<file path="src/rtl/ipm_output_arbiter_if.sv">
// ---------------------------------------------------------------------------
// ipm_output_arbiter_if
// Bundles the upstream and downstream toggle handshakes of one switch output
// port arbiter.
//   req_up_i          : upstream request toggles, one bit per channel
//   Data_up_i         : upstream flits, channel i at [i*WORD_WIDTH +: WORD_WIDTH]
//   ack_up_o          : upstream ack toggles
//   req_dw_o          : downstream request toggle
//   Data_dw_o         : downstream flit
//   ack_dw_i          : downstream ack toggle
//   PacketEnable_dw_i : downstream can accept a new packet
//   grant_o           : one-hot current owner, zero when idle
//   busy_o            : packet in progress
// Modports: slave = arbiter side, master = environment driving the arbiter.
// ---------------------------------------------------------------------------
interface ipm_output_arbiter_if #(
  parameter int WORD_WIDTH = 32,
  parameter int INPORTS    = 4
);
  logic [INPORTS-1:0]            req_up_i;
  logic [INPORTS*WORD_WIDTH-1:0] Data_up_i;
  logic [INPORTS-1:0]            ack_up_o;
  logic                          req_dw_o;
  logic [WORD_WIDTH-1:0]         Data_dw_o;
  logic                          ack_dw_i;
  logic                          PacketEnable_dw_i;
  logic [INPORTS-1:0]            grant_o;
  logic                          busy_o;

  modport slave (
    input  req_up_i, Data_up_i, ack_dw_i, PacketEnable_dw_i,
    output ack_up_o, req_dw_o, Data_dw_o, grant_o, busy_o
  );

  modport master (
    output req_up_i, Data_up_i, ack_dw_i, PacketEnable_dw_i,
    input  ack_up_o, req_dw_o, Data_dw_o, grant_o, busy_o
  );
endinterface

</file>
<file path="src/rtl/ipm_output_arbiter.sv">
// ---------------------------------------------------------------------------
// ipm_output_arbiter
// Packet-granular round-robin arbiter sharing one switch output link among
// INPORTS upstream channels using 2-phase (toggle) req/ack handshakes. A
// grant is held from header flit (bit0) to tail flit (bit1) so packets never
// interleave on the output.
// Ports:
//   clk        : clock
//   reset      : synchronous active-high reset
//   bus        : ipm_output_arbiter_if.slave (all handshake/data signals)
//   pkt_cnt_o  : per-input tail-flit counters, CNT_WIDTH bits each
//                (present only when IPM_ARB_PKT_CNT_EN is defined)
// Optional feature macro: IPM_ARB_PKT_CNT_EN
// ---------------------------------------------------------------------------
module ipm_output_arbiter #(
  parameter int WORD_WIDTH = 32,
  parameter int INPORTS    = 4
`ifdef IPM_ARB_PKT_CNT_EN
  , parameter int CNT_WIDTH = 16
`endif
) (
  input  logic clk,
  input  logic reset,
`ifdef IPM_ARB_PKT_CNT_EN
  output logic [INPORTS*CNT_WIDTH-1:0] pkt_cnt_o,
`endif
  ipm_output_arbiter_if.slave bus
);

  localparam int PTR_W = (INPORTS > 1) ? $clog2(INPORTS) : 1;

  typedef enum logic [1:0] {
    IDLE    = 2'd0,
    FWD     = 2'd1,
    WAIT_UP = 2'd2
  } state_t;

  state_t                 state_r, state_nxt_s;
  logic [PTR_W-1:0]       rr_ptr_r, rr_ptr_nxt_s;
  logic [PTR_W-1:0]       owner_r, owner_nxt_s;
  logic [PTR_W-1:0]       winner_s;
  logic                   found_s;
  logic                   tail_r, tail_nxt_s;
  logic [INPORTS-1:0]     ack_up_r, ack_up_nxt_s;
  logic [INPORTS-1:0]     grant_r, grant_nxt_s;
  logic [INPORTS-1:0]     pending_s, eligible_s;
  logic                   req_dw_r, req_dw_nxt_s;
  logic                   busy_r, busy_nxt_s;
  logic                   out_outstanding_s;
  logic [WORD_WIDTH-1:0]  data_dw_r, data_dw_nxt_s;
  logic [WORD_WIDTH-1:0]  winner_data_s, owner_data_s;
`ifdef IPM_ARB_PKT_CNT_EN
  logic [INPORTS*CNT_WIDTH-1:0] pkt_cnt_r, pkt_cnt_nxt_s;
`endif

  // Pending/eligible per channel; only pending headers may win arbitration.
  always_comb begin
    pending_s  = '0;
    eligible_s = '0;
    for (int i = 0; i < INPORTS; i++) begin
      pending_s[i]  = bus.req_up_i[i] ^ ack_up_r[i];
      eligible_s[i] = pending_s[i] & bus.Data_up_i[i*WORD_WIDTH];
    end
  end

  assign out_outstanding_s = req_dw_r ^ bus.ack_dw_i;

  // Round-robin search: first eligible index starting at rr_ptr, modulo INPORTS.
  always_comb begin
    int idx;
    found_s  = 1'b0;
    winner_s = '0;
    for (int k = 0; k < INPORTS; k++) begin
      idx = int'(rr_ptr_r) + k;
      if (idx >= INPORTS) begin
        idx = idx - INPORTS;
      end else begin
        idx = idx;
      end
      if (!found_s && eligible_s[idx]) begin
        found_s  = 1'b1;
        winner_s = PTR_W'(idx);
      end else begin
        found_s  = found_s;
      end
    end
  end

  assign winner_data_s = bus.Data_up_i[int'(winner_s)*WORD_WIDTH +: WORD_WIDTH];
  assign owner_data_s  = bus.Data_up_i[int'(owner_r)*WORD_WIDTH +: WORD_WIDTH];

  // State register plus all registered outputs and datapath.
  always_ff @(posedge clk) begin
    if (reset) begin
      state_r   <= IDLE;
      rr_ptr_r  <= '0;
      owner_r   <= '0;
      tail_r    <= 1'b0;
      ack_up_r  <= '0;
      grant_r   <= '0;
      req_dw_r  <= 1'b0;
      busy_r    <= 1'b0;
      data_dw_r <= '0;
`ifdef IPM_ARB_PKT_CNT_EN
      pkt_cnt_r <= '0;
`endif
    end else begin
      state_r   <= state_nxt_s;
      rr_ptr_r  <= rr_ptr_nxt_s;
      owner_r   <= owner_nxt_s;
      tail_r    <= tail_nxt_s;
      ack_up_r  <= ack_up_nxt_s;
      grant_r   <= grant_nxt_s;
      req_dw_r  <= req_dw_nxt_s;
      busy_r    <= busy_nxt_s;
      data_dw_r <= data_dw_nxt_s;
`ifdef IPM_ARB_PKT_CNT_EN
      pkt_cnt_r <= pkt_cnt_nxt_s;
`endif
    end
  end

  // Next-state logic.
  always_comb begin
    state_nxt_s = state_r;
    case (state_r)
      IDLE: begin
        if (bus.PacketEnable_dw_i && found_s) begin
          state_nxt_s = FWD;
        end else begin
          state_nxt_s = IDLE;
        end
      end
      FWD: begin
        // tail_r describes the flit currently on the output link.
        if (!out_outstanding_s) begin
          state_nxt_s = tail_r ? IDLE : WAIT_UP;
        end else begin
          state_nxt_s = FWD;
        end
      end
      WAIT_UP: begin
        if (pending_s[owner_r]) begin
          state_nxt_s = FWD;
        end else begin
          state_nxt_s = WAIT_UP;
        end
      end
      default: state_nxt_s = IDLE;
    endcase
  end

  // Output/datapath next values; everything holds unless a transition fires.
  always_comb begin
    rr_ptr_nxt_s  = rr_ptr_r;
    owner_nxt_s   = owner_r;
    tail_nxt_s    = tail_r;
    ack_up_nxt_s  = ack_up_r;
    grant_nxt_s   = grant_r;
    req_dw_nxt_s  = req_dw_r;
    busy_nxt_s    = busy_r;
    data_dw_nxt_s = data_dw_r;
`ifdef IPM_ARB_PKT_CNT_EN
    pkt_cnt_nxt_s = pkt_cnt_r;
`endif
    case (state_r)
      IDLE: begin
        if (bus.PacketEnable_dw_i && found_s) begin
          owner_nxt_s           = winner_s;
          tail_nxt_s            = winner_data_s[1];
          grant_nxt_s           = '0;
          grant_nxt_s[winner_s] = 1'b1;
          busy_nxt_s            = 1'b1;
          data_dw_nxt_s         = winner_data_s;
          req_dw_nxt_s          = ~req_dw_r;
        end else begin
          busy_nxt_s            = busy_r;
        end
      end
      FWD: begin
        if (!out_outstanding_s) begin
          // Downstream took the flit: only now release the upstream sender.
          ack_up_nxt_s[owner_r] = ~ack_up_r[owner_r];
          if (tail_r) begin
            grant_nxt_s  = '0;
            busy_nxt_s   = 1'b0;
            rr_ptr_nxt_s = (owner_r == PTR_W'(INPORTS - 1)) ? '0 : owner_r + PTR_W'(1);
`ifdef IPM_ARB_PKT_CNT_EN
            pkt_cnt_nxt_s[int'(owner_r)*CNT_WIDTH +: CNT_WIDTH] =
              pkt_cnt_r[int'(owner_r)*CNT_WIDTH +: CNT_WIDTH] + CNT_WIDTH'(1);
`endif
          end else begin
            busy_nxt_s   = busy_r;
          end
        end else begin
          busy_nxt_s = busy_r;
        end
      end
      WAIT_UP: begin
        if (pending_s[owner_r]) begin
          data_dw_nxt_s = owner_data_s;
          tail_nxt_s    = owner_data_s[1];
          req_dw_nxt_s  = ~req_dw_r;
        end else begin
          req_dw_nxt_s  = req_dw_r;
        end
      end
      default: begin
        busy_nxt_s = 1'b0;
      end
    endcase
  end

  assign bus.ack_up_o  = ack_up_r;
  assign bus.req_dw_o  = req_dw_r;
  assign bus.Data_dw_o = data_dw_r;
  assign bus.grant_o   = grant_r;
  assign bus.busy_o    = busy_r;
`ifdef IPM_ARB_PKT_CNT_EN
  assign pkt_cnt_o     = pkt_cnt_r;
`endif

endmodule
</file>
<file path="src/flat_wrapper.sv">
// flat-port wrapper written by rule: the top's interface ports become plain ports
module ipm_output_arbiter_flat 
#(
  parameter int WORD_WIDTH = 32,
  parameter int INPORTS    = 4

)
  (clk, reset, bus_req_up_i, bus_Data_up_i, bus_ack_dw_i, bus_PacketEnable_dw_i, bus_ack_up_o, bus_req_dw_o, bus_Data_dw_o, bus_grant_o, bus_busy_o);
  ipm_output_arbiter_if #(.WORD_WIDTH(WORD_WIDTH), .INPORTS(INPORTS)) bus_i ();
  input  logic clk;
  input  logic reset;
  input wire logic [$bits(bus_i.req_up_i)-1:0] bus_req_up_i;
  input wire logic [$bits(bus_i.Data_up_i)-1:0] bus_Data_up_i;
  input wire logic [$bits(bus_i.ack_dw_i)-1:0] bus_ack_dw_i;
  input wire logic [$bits(bus_i.PacketEnable_dw_i)-1:0] bus_PacketEnable_dw_i;
  output wire logic [$bits(bus_i.ack_up_o)-1:0] bus_ack_up_o;
  output wire logic [$bits(bus_i.req_dw_o)-1:0] bus_req_dw_o;
  output wire logic [$bits(bus_i.Data_dw_o)-1:0] bus_Data_dw_o;
  output wire logic [$bits(bus_i.grant_o)-1:0] bus_grant_o;
  output wire logic [$bits(bus_i.busy_o)-1:0] bus_busy_o;
  assign bus_i.req_up_i = bus_req_up_i;
  assign bus_i.Data_up_i = bus_Data_up_i;
  assign bus_i.ack_dw_i = bus_ack_dw_i;
  assign bus_i.PacketEnable_dw_i = bus_PacketEnable_dw_i;
  assign bus_ack_up_o = bus_i.ack_up_o;
  assign bus_req_dw_o = bus_i.req_dw_o;
  assign bus_Data_dw_o = bus_i.Data_dw_o;
  assign bus_grant_o = bus_i.grant_o;
  assign bus_busy_o = bus_i.busy_o;
  ipm_output_arbiter #(.WORD_WIDTH(WORD_WIDTH), .INPORTS(INPORTS)) u_core (.clk(clk), .reset(reset), .bus(bus_i));
endmodule
</file>
<file path="config.mk">
export PLATFORM = sky130hd
export DESIGN_NAME = ipm_output_arbiter_flat
export DESIGN_NICKNAME = d
export VERILOG_FILES = /design/src/rtl/ipm_output_arbiter_if.sv /design/src/rtl/ipm_output_arbiter.sv /design/src/flat_wrapper.sv
export SDC_FILE = /design/constraint.sdc
export NUM_CORES = 1
export LEC_CHECK = 0
export CAP_MARGIN = 20
export CORE_MARGIN = 1
export CORE_UTILIZATION = 46
export CTS_CLUSTER_SIZE = 24
export DETAILED_ROUTE_END_ITERATION = 8
export PLACE_DENSITY = 0.95
export REMOVE_ABC_BUFFERS = 1
export SETUP_SLACK_MARGIN = 0.5
export SYNTH_ARGS = -nofsm -noshare
export SYNTH_HDL_FRONTEND = slang
export SYNTH_SLANG_ARGS = --single-unit
export TNS_END_PERCENT = 5
</file>
<file path="constraint.sdc">
create_clock -name clk -period 3.65 [get_ports clk]
set_input_delay 0.365 -clock clk [delete_from_list [all_inputs] [get_ports clk]]
set_output_delay 0.365 -clock clk [all_outputs]
set_load 0.05 [all_outputs]
</file>
Word level (Yosys, flattened, before mapping)
Cells that the tools add are included.
Word-level totals
  bits in registers: 49
  bits in latches: 0
  bits in writable memories: 0
  memory bits (read-only): 0
  input port bits: 136
  output and inout port bits: 42
  logic and storage cells: 125
  memories kept: 0
Cells by class
  add/sub/neg operators: 8
  multiply operators: 0
  divide/modulo/power cells: 0
  $lt $le $gt $ge: 12
  eq/ne operators: 7
  shifts and indexed selects: 2
  muxes and demuxes: 56
  bitwise operators: 13
  reduce and logical (&&, ||, !) cells: 18
Operator list (number)
  $shiftx A128 B8 Y32: 2
  $mux W32: 6
  $lt A32 B4 Y1 const B: 4
  $ge A32 B4 Y1 const B: 3
  $sub A32 B4 Y32 const B: 3
  $pmux W32 S2: 1
  $mux W1: 24
  $mux W2: 8
  $bmux W1 S2: 6
  $mux W4: 3
  $pmux W4 S2: 1
  $reduce_and A4 Y1: 2
  $add A2 B2 Y3 const B: 2
  $logic_and A1 B1 Y1: 6
  $lt A2 B3 Y1 const B: 2
  $ne A2 B1 Y1 const B: 3
  $pmux W2 S3: 1
  $reduce_and A3 Y1: 2
  $xor A1 B1 Y1: 5
  $and A1 B1 Y1: 4
  $bwmux W4: 1
  $demux W1 S2: 2
  $eq A2 B2 Y1 const B: 2
  $ge A2 B1 Y1 const B: 2
  13 further kinds: 21

Longest topological paths before layout
Gate-level depths: netlist (run 1).
  word-level depth: 21
  depth in mapped cells: 10
  gate-level depth less buffers: 7

Worst setup path before layout (run 1)
No wires, ideal clock.
  kind: reg2reg
  start: register u_core.ack_up_r[1] (netlist: u_core.bus.ack_up_o[1])
  end: register u_core.data_dw_r[24] (netlist: u_core.bus.Data_dw_o[24])
  setup time: 0.124 ns
  data arrival time: 2.465 ns
  data required time: 3.526 ns
  path slack: 1.061 ns
  stages on the path, launching flop included: 9
  path buffers: 1
  period minus slack after synthesis: 2.589 ns
  cells stage by stage: dfxtp_1 -> xnor2_1 -> nor2_1 -> nor2_1 -> a211oi_4 -> buf_6 -> mux2_1 -> a221oi_1 -> o21ai_1
Between the ends
  longest elaborated chain between the ends: 18
  elaborated cells between the ends (all ways): 37
  classes of those cells: eq/ne (2); shift (1); mux (24); bitwise (2); reduce/logical (8)
Ends and longest elaborated chain
  from (decl): RTL line ipm_output_arbiter.sv:44  | logic [INPORTS-1:0] ack_up_r, ack_up_nxt_s;
  from (signal assigned): RTL line ipm_output_arbiter.sv:112  | ack_up_r <= ack_up_nxt_s;
  $xor A1 B1 Y1 *: RTL line ipm_output_arbiter.sv:61  | pending_s[i] = bus.req_up_i[i] ^ ack_up_r[i];
  $and A1 B1 Y1: RTL line ipm_output_arbiter.sv:62  | eligible_s[i] = pending_s[i] & bus.Data_up_i[i*WORD_WIDTH];
  $bmux W1 S2: RTL line ipm_output_arbiter.sv:80  | if (!found_s && eligible_s[idx]) begin
  $mux W1 (not written as such) (2 in series): RTL line ipm_output_arbiter.sv:80
  $mux W1: RTL line ipm_output_arbiter.sv:80
  $logic_not A1 Y1: RTL line ipm_output_arbiter.sv:80
  $logic_and A1 B1 Y1: RTL line ipm_output_arbiter.sv:80
  $mux W1: RTL line ipm_output_arbiter.sv:80
  $logic_not A1 Y1: RTL line ipm_output_arbiter.sv:80
  $logic_and A1 B1 Y1: RTL line ipm_output_arbiter.sv:80
  $mux W1: RTL line ipm_output_arbiter.sv:80
  $logic_not A1 Y1: RTL line ipm_output_arbiter.sv:80
  $logic_and A1 B1 Y1: RTL line ipm_output_arbiter.sv:80
  $mux W2 or $mux W1 (tied branches): RTL line ipm_output_arbiter.sv:80
  $shiftx A128 B8 Y32 or $logic_and A1 B1 Y1 (tied branches): RTL line ipm_output_arbiter.sv:89, ipm_output_arbiter.sv:168
  $mux W32 or $ne A2 B1 Y1 (tied branches)
  $pmux W32 S2 or $reduce_and A3 Y1 (tied branches)
  to (signal assigned): RTL line ipm_output_arbiter.sv:116  | data_dw_r <= data_dw_nxt_s;
  to (decl): RTL line ipm_output_arbiter.sv:50  | logic [WORD_WIDTH-1:0] data_dw_r, data_dw_nxt_s;
Mark *: on every way between the ends. The rest lies on a longest branch, timed or not. The select of a mux whose other input is x is not followed.
A chain may end at the register's enable or synchronous reset.

Worst setup path after layout (run 1)
  start: input port bus_req_up_i[1]
  end: register u_core.data_dw_r[28] (netlist: u_core.bus.Data_dw_o[28])
Between the ends
  longest elaborated chain between the ends: 18
  elaborated cells between the ends (all ways): 37
  classes of those cells: eq/ne (2); shift (1); mux (24); bitwise (2); reduce/logical (8)
Ends and longest elaborated chain
  from (decl): RTL line flat_wrapper.sv:12  | input wire logic [$bits(bus_i.req_up_i)-1:0] bus_req_up_i;
  $xor A1 B1 Y1 *: RTL line ipm_output_arbiter.sv:61
  $and A1 B1 Y1: RTL line ipm_output_arbiter.sv:62
  $bmux W1 S2: RTL line ipm_output_arbiter.sv:80
  $mux W1 (not written as such) (2 in series): RTL line ipm_output_arbiter.sv:80
  $mux W1: RTL line ipm_output_arbiter.sv:80
  $logic_not A1 Y1: RTL line ipm_output_arbiter.sv:80
  $logic_and A1 B1 Y1: RTL line ipm_output_arbiter.sv:80
  $mux W1: RTL line ipm_output_arbiter.sv:80
  $logic_not A1 Y1: RTL line ipm_output_arbiter.sv:80
  $logic_and A1 B1 Y1: RTL line ipm_output_arbiter.sv:80
  $mux W1: RTL line ipm_output_arbiter.sv:80
  $logic_not A1 Y1: RTL line ipm_output_arbiter.sv:80
  $logic_and A1 B1 Y1: RTL line ipm_output_arbiter.sv:80
  $mux W2 or $mux W1 (tied branches): RTL line ipm_output_arbiter.sv:80
  $shiftx A128 B8 Y32 or $logic_and A1 B1 Y1 (tied branches): RTL line ipm_output_arbiter.sv:89, ipm_output_arbiter.sv:168
  $mux W32 or $ne A2 B1 Y1 (tied branches)
  $pmux W32 S2 or $reduce_and A3 Y1 (tied branches)
Marked as above.

==> results of run 1 <==
[cell type report]
type	instances	share of cell area
Timing Repair Buffer	188	0.315
Clock buffer	6	0.0122
Sequential cell	48	0.161
Inverter	13	0.00818
Tap cell	105	0.0220
Clock inverter	2	0.00587
Multi-Input combinational cell	329	0.475
[logic make-up (layout without fill, tap and decap cells)]
logic type	after synthesis	in the layout	share of synthesized area
AOI/OAI and AO/OA	164	164	0.299
and+or+nand+nor	87	87	0.0909
muxes	66	66	0.276
buffers and inverters	52	209	0.0636
DFF	48	48	0.238
xor gates and xnor gates	8	8	0.0192
adders and majority gates	4	4	0.0124
[worst max-delay path, cell delays in order]
cell and delay [ns]:
clkdlybuf4s50_1 0.43, xnor2_1 0.20, nor2_1 0.33, nor2_1 0.13
a211oi_4 0.21, buf_4 0.48, nor2_4 0.14, buf_12 0.21
a221oi_1 0.32, o21ai_1 0.11
[cells in the mapped netlist (all sizes together) (3+ instances only)]
| cell | number | area (um^2) |
|---|---|---|
| a211oi | 3 | 40.0 |
| nand2 | 43 | 161 |
| xor2 | 3 | 33.8 |
| nor3 | 8 | 40.0 |
| nor2 | 25 | 96.4 |
| a21o | 26 | 195 |
| buf | 17 | 125 |
| a21oi | 16 | 80.1 |
| clkbuf | 22 | 82.6 |
| dfxtp | 48 | 961 |
| mux2 | 32 | 360 |
| mux4 | 33 | 743 |
| o21ai | 75 | 387 |
| inv | 13 | 48.8 |
| a221oi | 31 | 390 |
| ha | 4 | 50.1 |
| nand2b | 3 | 18.8 |
| nand3 | 3 | 15.0 |
| xnor2 | 5 | 43.8 |
[layer usage]
metal / vias up / share of wire / GRT usage
met5: - / 0 / 0
met4: 0 / 0.039 / 0.193
met3: 59 / 0.096 / 0.0997
met2: 278 / 0.51 / 0.545
met1: 2016 / 0.36 / 0.321
li1: 1954 / - / -
[per-stage QoR]
step                       util  setup WS (ns)  power, W  hold WS [ns]  std cells
after floorplan               -          0.161   0.00123         0.434        390
after global placement    0.699          0.724   0.00161         0.437        681
after detailed placement  0.701          0.572   0.00164         0.441        682
after CTS                 0.714          0.895   0.00203         0.454        690
after global routing      0.715          0.625   0.00213         0.473        691
final                     0.715          0.901   0.00204         0.452        691
[state kept, by name (all words and copies together), names as in the netlist]
register	cells
u_core.bus.Data_dw_o	32
u_core.bus.ack_up_o	4
u_core.bus.busy_o	1
u_core.bus.grant_o	4
u_core.bus.req_dw_o	1
u_core.owner_r	2
u_core.rr_ptr_r	2
u_core.state_r	2
[power groups by stage]
stage                     combinational (W)  clock, W  sequential (W)
after global placement             0.000974         0        0.000632
after floorplan                    0.000403         0        0.000828
final                               0.00102  0.000394        0.000625
after detailed placement            0.00101         0        0.000635
after global routing                0.00108  0.000421        0.000633
after CTS                           0.00101  0.000400        0.000624
[placed cells by master (no fill, tap or decap), types with 2 or more instances in the layout]
master           synthesis  final
dfxtp_1                 48     46
mux4_2                  33     33
a221oi_2                19     19
mux2_2                   8      8
nand2_1                 43     43
o21ai_1                 62     62
nor3_1                   8      8
a211oi_4                 1      2
dfxtp_2                  0      2
clkbuf_8                 0      5
inv_1                   12     12
buf_8                    0      2
nand2b_1                 3      3
a21oi_1                 16     16
xor2_1                   2      2
a21o_1                  26     26
mux2_1                  24     24
o21ai_0                 12     12
nor2_1                  24     23
nand3_1                  3      3
a22oi_1                  2      2
ha_1                     4      4
a221oi_1                12     12
clkdlybuf4s50_1          0    177
buf_4                    4      8
xnor2_1                  5      5
[how the worst min path moves through the flow]
stage	startpoint	to	slack, ns	cells after the start
2_1_floorplan	reset	u_core.bus.busy_o$_SDFFE_PP0P_	0.43	1
3_3_place_gp	u_core.bus.Data_dw_o[19]$_SDFFE_PP0P_	u_core.bus.Data_dw_o[19]$_SDFFE_PP0P_	0.44	2
3_5_place_dp	u_core.bus.Data_dw_o[31]$_SDFFE_PP0P_	u_core.bus.Data_dw_o[31]$_SDFFE_PP0P_	0.44	2
4_1_cts	u_core.bus.Data_dw_o[31]$_SDFFE_PP0P_	u_core.bus.Data_dw_o[31]$_SDFFE_PP0P_	0.45	2
5_1_grt	u_core.bus.Data_dw_o[14]$_SDFFE_PP0P_	u_core.bus.Data_dw_o[14]$_SDFFE_PP0P_	0.47	2
6_report	u_core.bus.Data_dw_o[31]$_SDFFE_PP0P_	u_core.bus.Data_dw_o[31]$_SDFFE_PP0P_	0.45	2
==> reports/metrics.yaml, run 1 <==
floorplanning:
  core-area_um2: 8340
  dieHeight_um: 95.6
  rows: 33
  die-area_um2: 9150
  initial_core_util: 0.483
  io_pins: 178
  dieWidth_um: 95.6
pwr:
  power_density_nw_per_um2: 342
  switchingPower_w: 0.000790
  leakage_nw: 2.18
  comb_power_share: 0.500
  p_seq_frac: 0.307
  internal_power_w: 0.00125
  p_clk_frac: 0.193
  switching_share: 0.388
  ir_drop_v: 0.000199
detailed_routing:
  drt_iter0_markers: 138
  wl_per_cell_um: 20.6
  dr.pass1.iters: 4
  drt_wl_total_um: 14200
  vias_per_cell: 6.23
  route.detailed.drc: 0
  ant_nets: 0
  vias: 4307
place:
  place_congestion: 0.831
  io_buffers: 177
  dp_hpwl_um: 10400
  placed_area_um2: 5840
global_route:
  grt.total_usage: 0.311
  overflow: 0
  grt_pass1_wl_um: 21700
  antenna_found_initial: 0
  first_global_vias: 4581
  grt_start_max_net_pins: 40
synthesis:
  ys_seq_elements: 48
  synth.distinct_cells: 48
  ys_seq_area_frac: 0.238
  ys_warn_count: 0
  ys.flop_type: "dfxtp_1"
  synth_edf_count: 0
  syn_inst: 429
  ys_async_sr_fraction: 0
  avgSynthCellArea_um2: 9.40
  syn_area_um2: 4030
finish:
  fin_nets: 725
  layout-drive-gt1-share: 0.157
  synthToLayoutAreaGrowth_pct: 48.0
  multiInputGateArea_um2: 2830
  stdcell_area_um2: 5970
  seq_area_um2: 963
  nFillCells: 613
  diodes: 0
cts:
  cts_sinks: 48
  h-tree-depth: 2
  post_cts_buffers: 0
  root_buffer: "clkbuf_8"
  clk_path_buf_depth: 2
  post_cts_resized: 0
  path_clk_slew_ns: 0.09
  numCtsBuffers: 5
  insertion_delay_ns: 0.30
  postCtsHoldBufs: 0
  cts_tree: "yes"
flow_run:
  maxCapViolCount: 0
critical_path:
  crit_end: "u_core.bus.Data_dw_o[28]$_SDFFE_PP0P_"
  r2r_cells: 9
  setup.worst_path.start: "bus_req_up_i[1]"
  arrival_ns: 2.94
  ff2ff_setup_slack_ns: 1.00
  r2r_start: "u_core.bus.ack_up_o[1]$_SDFFE_PP0P_"
  cp-start-kind: "input pin"
  cp_max_fo: 34
  required_ns: 3.84
  critPathKind: "input pin to register"
  rr_endpoint: "u_core.bus.Data_dw_o[28]$_SDFFE_PP0P_"
  cp-end-kind: "register"
sta:
  tightest_slew_ns: 0.732
  rsz0062_at_grt: "no"
  setup_viol: 0
  post-route-period-util: 0.753
  skew_ns: 0.00453
  fmax_mhz: 364
  fin_setup_tns_ns: 0
  slew-limit-headroom: 0.508
  maxSlewViolCount: 0
  fin_crit_ns: 2.75
  hold_viol_final: 0
hold_path:
  holdCritPathClass: "register to register"
run_status:
  status: "complete, no violations"
Note: power is estimated with default switching activity, not from simulation.
==> run 2: changes to the inputs <==
--- a/config.mk
+++ b/config.mk
@@ -7,10 +7,10 @@
 export LEC_CHECK = 0
 export CAP_MARGIN = 20
 export CORE_MARGIN = 1
-export CORE_UTILIZATION = 46
+export CORE_UTILIZATION = 43
 export CTS_CLUSTER_SIZE = 24
 export DETAILED_ROUTE_END_ITERATION = 8
-export PLACE_DENSITY = 0.95
+export PLACE_DENSITY = 0.9
 export REMOVE_ABC_BUFFERS = 1
 export SETUP_SLACK_MARGIN = 0.5
 export SYNTH_ARGS = -nofsm -noshare
==> constraint.sdc (replaced) <==
create_clock -name clk -period 2.8 [get_ports clk]
set_input_delay 0.28 -clock clk [delete_from_list [all_inputs] [get_ports clk]]
set_output_delay 0.28 -clock clk [all_outputs]
set_load 0.05 [all_outputs]
==> run 2 against run 1 <==
Setup slack lost 0.39 ns. Cell area is 4.4% higher. Critical path depth unchanged. Sequential power rose by 31%. Clock power grew 33%. Cell count grew 2.6%. Core utilization is 1.5 points lower. First-iteration DRC count rose by 61%. Critical path type unchanged. Critical endpoint is now u_core.bus.Data_dw_o[6]$_SDFFE_PP0P_. Highest routed layer unchanged.
==> reports/metrics.yaml, run 2 (synthesized netlist as in run 1, its figures left out) <==
flow_run:
  maxCapViolCount: 0  # unchanged
critical_path:
  r2r_cells: 9  # unchanged
  cp_max_fo: 11  # -68%
  required_ns: 3.00  # -0.84 ns
  path_cells: "clkdlybuf4s50_1 > inv_1 > nor2_2 > nor2_1 > a211oi_4 > buf_4 > bufbuf_16 > mux2_1 > a221oi_2 > o21ai_1"
  critPathKind: "input pin to register"
  cp-start-kind: "input pin"
  cp-end-kind: "register"
  cp_top_family: "buffers and inverters"
  arrival_ns: 2.49  # -0.45 ns
  rr_endpoint: "u_core.bus.Data_dw_o[6]$_SDFFE_PP0P_"
  r2r_start: "u_core.bus.ack_up_o[3]$_SDFFE_PP0P_"
  slowest_stage: "clkdlybuf4s50_1"
  critPathBufInv: 4  # +1
  ff2ff_setup_slack_ns: 0.53  # -0.47 ns
  slowest_delay_ns: 0.51  # +0.03 ns
pwr:
  ir_drop_v: 0.000272  # +36%
  leakage_nw: 2.33  # +6.6%
  power_density_nw_per_um2: 439  # +29%
finish:
  largest_reg_flops: 32  # unchanged
  layout_common_cells: "173 x clkdlybuf4s50_1, 62 x o21ai_1, 41 x nand2_1, 41 x dfxtp_1, 33 x mux4_2"
  layout-drive-gt1-share: 0.203  # +0.0460
  nFillCells: 668  # +9.0%
  multiInputGateArea_um2: 2910  # +2.8%
  postLayoutCoreUtil: 0.700  # -0.0150
  stdcell_area_um2: 6230  # +4.4%
  seq_area_um2: 972  # +0.91%
  fin_cells: 709  # +2.6%
  diodes: 0  # unchanged
  fin_nets: 740  # +2.1%
  synthToLayoutAreaGrowth_pct: 54.4
  layout_commonest_cell: "clkdlybuf4s50_1"
place:
  dpl.cell_count: 694  # +1.8%
  dp_hpwl_um: 10200  # -1.7%
  place_ws_ns: 0.0158  # -0.556 ns
  io_buffers: 177  # unchanged
  placed_area_um2: 5930  # +1.5%
  place_congestion: 0.945  # +14%
detailed_routing:
  dr.pass1.iters: 5  # +1
  wl_per_cell_um: 20.2  # -1.9%
  vias_per_cell: 6.26  # +0.38%
  drt_iter0_markers: 222  # +61%
  vias: 4436  # +3.0%
  drt_wl_total_um: 14300  # +0.65%
  route.detailed.drc: 0  # unchanged
  ant_nets: 0  # unchanged
sta:
  skew_ns: 0.0101  # +0.00553 ns
  rsz0062_at_grt: "yes"
  fin_crit_ns: 2.29
  post-route-period-util: 0.817
  slew-limit-headroom: 0.474  # -0.0345
  setup_viol: 0  # unchanged
  tightest_slew_ns: 0.787  # +0.0549 ns
  maxSlewViolCount: 0  # unchanged
  hold_viol_final: 0  # unchanged
  fmax_mhz: 437
  fin_setup_tns_ns: 0  # unchanged
  setup_ws_ns: 0.513  # -0.388 ns
cts:
  h-tree-depth: 2  # unchanged
  numCtsBuffers: 5  # unchanged
  root_buffer: "clkbuf_8"
  cts_tree: "yes"
  postCtsHoldBufs: 0  # unchanged
  clk_path_buf_depth: 2  # unchanged
  insertion_delay_ns: 0.30  # about the same
  path_clk_slew_ns: 0.10  # about the same
  cts_sinks: 48  # unchanged
run_status:
  status: "complete, no violations"
global_route:
  grt.total_usage: 0.284  # -0.0271
  overflow: 0  # unchanged
  antenna_found_initial: 0  # unchanged
  first_global_vias: 4563  # -0.39%
  grt_pass1_wl_um: 22000  # +1.4%
  grt_start_max_net_pins: 40  # unchanged
hold_path:
  holdCritPathClass: "register to register"
  holdPathStages: 2  # unchanged
  hp-start: "u_core.bus.Data_dw_o[20]$_SDFFE_PP0P_"
  hold_path_end: "u_core.bus.Data_dw_o[20]$_SDFFE_PP0P_"
floorplanning:
  dieHeight_um: 98.8  # +3.4%
  initial_core_util: 0.454  # -0.0299
  core-area_um2: 8890  # +6.6%
  io_pins: 178  # unchanged
  dieWidth_um: 98.8  # +3.4%
  die-area_um2: 9770  # +6.8%
  rows: 34  # +3.0%
## run 2: where the power goes
part,internal (W),switching (W),total (W)
registers,0.000758,0.0000618,0.000820
clock network,0.000269,0.000255,0.000524
logic,0.000651,0.000739,0.00139
## run 2: repair_timing
item | 4_1_cts | 5_1_grt
pin swaps | 3 | 9
cloned | 2 | 0
gates resized for setup | 7 | 17
endpoints found under the setup margin | 32 | 32
buffers inserted | 3 | 1
## run 2: how the worst max path moves through the flow
stage / from / to / slack, ns / depth (start not counted)
2_1_floorplan: u_core.owner_r[0]$_SDFFE_PP0P_ / u_core.bus.Data_dw_o[10]$_SDFFE_PP0P_ / -0.69 / 5
3_3_place_gp: bus_req_up_i[3] / u_core.bus.Data_dw_o[30]$_SDFFE_PP0P_ / 0.09 / 9
3_5_place_dp: bus_req_up_i[0] / u_core.bus.Data_dw_o[7]$_SDFFE_PP0P_ / 0.02 / 7
4_1_cts: bus_req_up_i[2] / u_core.bus.Data_dw_o[6]$_SDFFE_PP0P_ / 0.43 / 10
5_1_grt: u_core.bus.ack_up_o[3]$_SDFFE_PP0P_ / u_core.bus.Data_dw_o[26]$_SDFFE_PP0P_ / 0.41 / 9
6_report: bus_Data_up_i[32] / u_core.bus.Data_dw_o[6]$_SDFFE_PP0P_ / 0.51 / 10
## run 2: routing by layer
metal | vias to the layer above | routed length, um | global-route usage
met5 | - | 0 | 0
met4 | 0 | 571 | 0.135
met3 | 56 | 1130 | 0.0489
met2 | 273 | 7310 | 0.521
met1 | 2126 | 5310 | 0.318
li1 | 1981 | - | -
## run 2: area by class of cell
| cell class | count | area share |
|---|---|---|
| inverter | 13 | 0.00784 |
| timing repair buffer | 202 | 0.328 |
| sequential | 48 | 0.156 |
| multi-input combinational | 330 | 0.468 |
| tap | 108 | 0.0217 |
| clock buffer | 5 | 0.0111 |
| clock inverter | 3 | 0.00743 |
## run 2: worst min-delay path, cell delays in order, from the launching register on
cell,delay [ns]
dfxtp_1,0.32
nand2_1,0.05
o21ai_1,0.05
## run 2: stage by stage
stage	power [W]	hold WS, ns
6_report	0.00273	0.452
5_1_grt	0.00286	0.475
4_1_cts	0.00273	0.453
3_5_place_dp	0.00217	0.439
3_3_place_gp	0.00212	0.432
2_1_floorplan	0.00160	0.349
==> run 3: changes to the inputs <==
--- a/config.mk
+++ b/config.mk
@@ -7,10 +7,10 @@
 export LEC_CHECK = 0
 export CAP_MARGIN = 20
 export CORE_MARGIN = 1
-export CORE_UTILIZATION = 43
+export CORE_UTILIZATION = 39
 export CTS_CLUSTER_SIZE = 24
 export DETAILED_ROUTE_END_ITERATION = 8
-export PLACE_DENSITY = 0.9
+export PLACE_DENSITY = 0.86
 export REMOVE_ABC_BUFFERS = 1
 export SETUP_SLACK_MARGIN = 0.5
 export SYNTH_ARGS = -nofsm -noshare
==> constraint.sdc (replaced) <==
create_clock -name clk -period 2.03 [get_ports clk]
set_input_delay 0.203 -clock clk [delete_from_list [all_inputs] [get_ports clk]]
set_output_delay 0.203 -clock clk [all_outputs]
set_load 0.05 [all_outputs]
==> run 3 against run 2 <==
The run now ends with negative setup slack left. First-iteration DRC count rose by 17%. Via count rose by 3.9%. Core utilization down 1.6 points. Power rose by 42%. Count of clock-buffer cells in the layout is 2 higher. Critical path type is now register to register.
==> reports/metrics.yaml, run 3 (synthesized netlist as in run 1, its figures left out) <==
floorplanning:
  core-area_um2: 9910  # +11%
  initial_core_util: 0.407  # -0.0466
  io_pins: 178  # unchanged
  dieHeight_um: 104  # +4.9%
  die-area_um2: 10800  # +10%
  dieWidth_um: 104  # +4.9%
  rows: 36  # +5.9%
sta:
  fmax_mhz: 447
  tightest_slew_ns: 0.551  # -0.237 ns
  fin_crit_ns: 2.24
  post-route-period-util: 1.10
  slew-limit-headroom: 0.631  # +0.157
  skew_ns: 0.00526  # -0.00480 ns
  setup_ws_ns: -0.207  # -0.720 ns
  rsz0062_at_grt: "yes"
  hold_viol_final: 0  # unchanged
  maxSlewViolCount: 0  # unchanged
  setup_viol: 31  # +31
  fin_setup_tns_ns: -4.14  # -4.14 ns
run_status:
  violations: "negative setup slack"
  status: "complete, but fails checks"
flow_run:
  maxCapViolCount: 0  # unchanged
cts:
  h-tree-depth: 2  # unchanged
  numCtsBuffers: 5  # unchanged
  root_buffer: "clkbuf_8"
  cts_tree: "yes"
  clk_path_buf_depth: 2  # unchanged
  cts_sinks: 48  # unchanged
  postCtsHoldBufs: 0  # unchanged
  insertion_delay_ns: 0.30  # about the same
  path_clk_slew_ns: 0.10  # about the same
finish:
  layout_common_cells: "131 x clkdlybuf4s50_1, 62 x o21ai_1, 42 x dlygate4sd2_1, 42 x dfxtp_1, 41 x nand2_1"
  multiInputGateArea_um2: 3120  # +7.1%
  fin_nets: 772  # +4.3%
  layout-drive-gt1-share: 0.303  # +0.100
  layout_commonest_cell: "clkdlybuf4s50_1"
  nFillCells: 739  # +11%
  synthToLayoutAreaGrowth_pct: 68.1
  fin_cells: 766  # +8.0%
  diodes: 0  # unchanged
  seq_area_um2: 973  # +0.13%
  largest_reg_flops: 32  # unchanged
detailed_routing:
  route.detailed.drc: 0  # unchanged
  dr.pass1.iters: 5  # unchanged
  wl_per_cell_um: 20.2  # +0.14%
  drt_iter0_markers: 260  # +17%
  vias: 4609  # +3.9%
  ant_nets: 0  # unchanged
  vias_per_cell: 6.02  # -3.8%
  drt_wl_total_um: 15500  # +8.2%
global_route:
  antenna_found_initial: 0  # unchanged
  grt.total_usage: 0.282  # -0.00157
  overflow: 0  # unchanged
  grt_pass1_wl_um: 24200  # +10%
  first_global_vias: 4844  # +6.2%
  grt_start_max_net_pins: 39  # -2.5%
pwr:
  leakage_nw: 2.76  # +18%
  ir_drop_v: 0.000323  # +19%
  power_density_nw_per_um2: 571  # +30%
critical_path:
  required_ns: 2.22  # -0.78 ns
  arrival_ns: 2.43  # -0.06 ns
  cp_max_fo: 9  # -2
  cp-start-kind: "register"
  cp-end-kind: "register"
  ff2ff_setup_slack_ns: -0.21  # -0.74 ns
  cp_top_family: "compound AO/OA/AOI/OAI gates"
  slowest_stage: "dfxtp_2"
  path_cells: "xor2_2 > and2_4 > o22ai_4 > a211oi_4 > buf_6 > buf_12 > mux2_1 > a221oi_2 > o21ai_1"
  slowest_delay_ns: 0.37  # -0.14 ns
  critPathBufInv: 2  # -2
  critPathKind: "register to register"
place:
  io_buffers: 177  # unchanged
  dp_hpwl_um: 10600  # +4.2%
  dpl.cell_count: 749  # +7.9%
  place_congestion: 0.919  # -2.8%
hold_path:
  holdCritPathClass: "register to register"
## run 3: cell types whose count changed in the layout (fill, tap and decap cells not counted), sizes merged, moves of 3 or more
cell           delta
dlymetal6s2s      -4
dlygate4sd2      +42
clkdlybuf4s50    -42
clkdlybuf4s15     +3
buf              +33
clkbuf            +4
## run 3: final timing paths
kind | cells after the start | end | from
setup reg to reg | 9 | u_core.bus.Data_dw_o[17]$_SDFFE_PP0P_ | u_core.bus.ack_up_o[3]$_SDFFE_PP0P_
setup / recovery | 9 | u_core.bus.Data_dw_o[17]$_SDFFE_PP0P_ | u_core.bus.ack_up_o[3]$_SDFFE_PP0P_
hold / removal | 2 | u_core.bus.Data_dw_o[18]$_SDFFE_PP0P_ | u_core.bus.Data_dw_o[18]$_SDFFE_PP0P_
hold reg to reg | 2 | u_core.bus.Data_dw_o[18]$_SDFFE_PP0P_ | u_core.bus.Data_dw_o[18]$_SDFFE_PP0P_
## run 3: final cells by class
cell class	count	share of cell area
Clock buffer	7	0.0127
Timing Repair Buffer	235	0.350
Sequential cell	48	0.144
Multi-Input combinational cell	329	0.460
Inverter	13	0.00720
Tap cell	133	0.0246
Clock inverter	1	0.00111
## run 3: metal layers
metal  vias to the layer above  track usage  routed length (um)
li1                       2044            -                   -
met1                      2267        0.326                5890
met2                       249        0.505                8040
met3                        49       0.0485                 985
met4                         0        0.136                 576
met5                         -            0                   0
## run 3: per-stage QoR
stage	setup WS, ns	hold WS (ns)	util	instance area, um^2	total power (W)
2_1_floorplan	-1.46	0.272	-	3820	0.00221
3_3_place_gp	-0.595	0.436	0.630	6240	0.00302
3_5_place_dp	-0.596	0.443	0.633	6270	0.00308
4_1_cts	-0.110	0.454	0.672	6660	0.00380
5_1_grt	-0.291	0.474	0.684	6780	0.00404
6_report	-0.207	0.449	0.684	6780	0.00387
## run 3: timing repair
action,4_1_cts,5_1_grt
endpoints found under the setup margin,87,50
setup buffers,3,2
gates resized for setup,112,19
endpoints found under the hold margin,0,0
gates cloned,2,1
pin swaps,18,10
## run 3: tightest hold or removal path, delay by kind of cell, from the launching register on
family	cells	cell delay, ns
compound gates	1	0.05
flops	1	0.32
simple gates	1	0.04
## run 3: report_power, final
part / internal, W / total [W] / switching (W)
clock network: 0.000278 / 0.000629 / 0.000351
logic: 0.00101 / 0.00212 / 0.00112
registers: 0.00104 / 0.00112 / 0.0000730
total: 0.00233 / 0.00387 / 0.00154
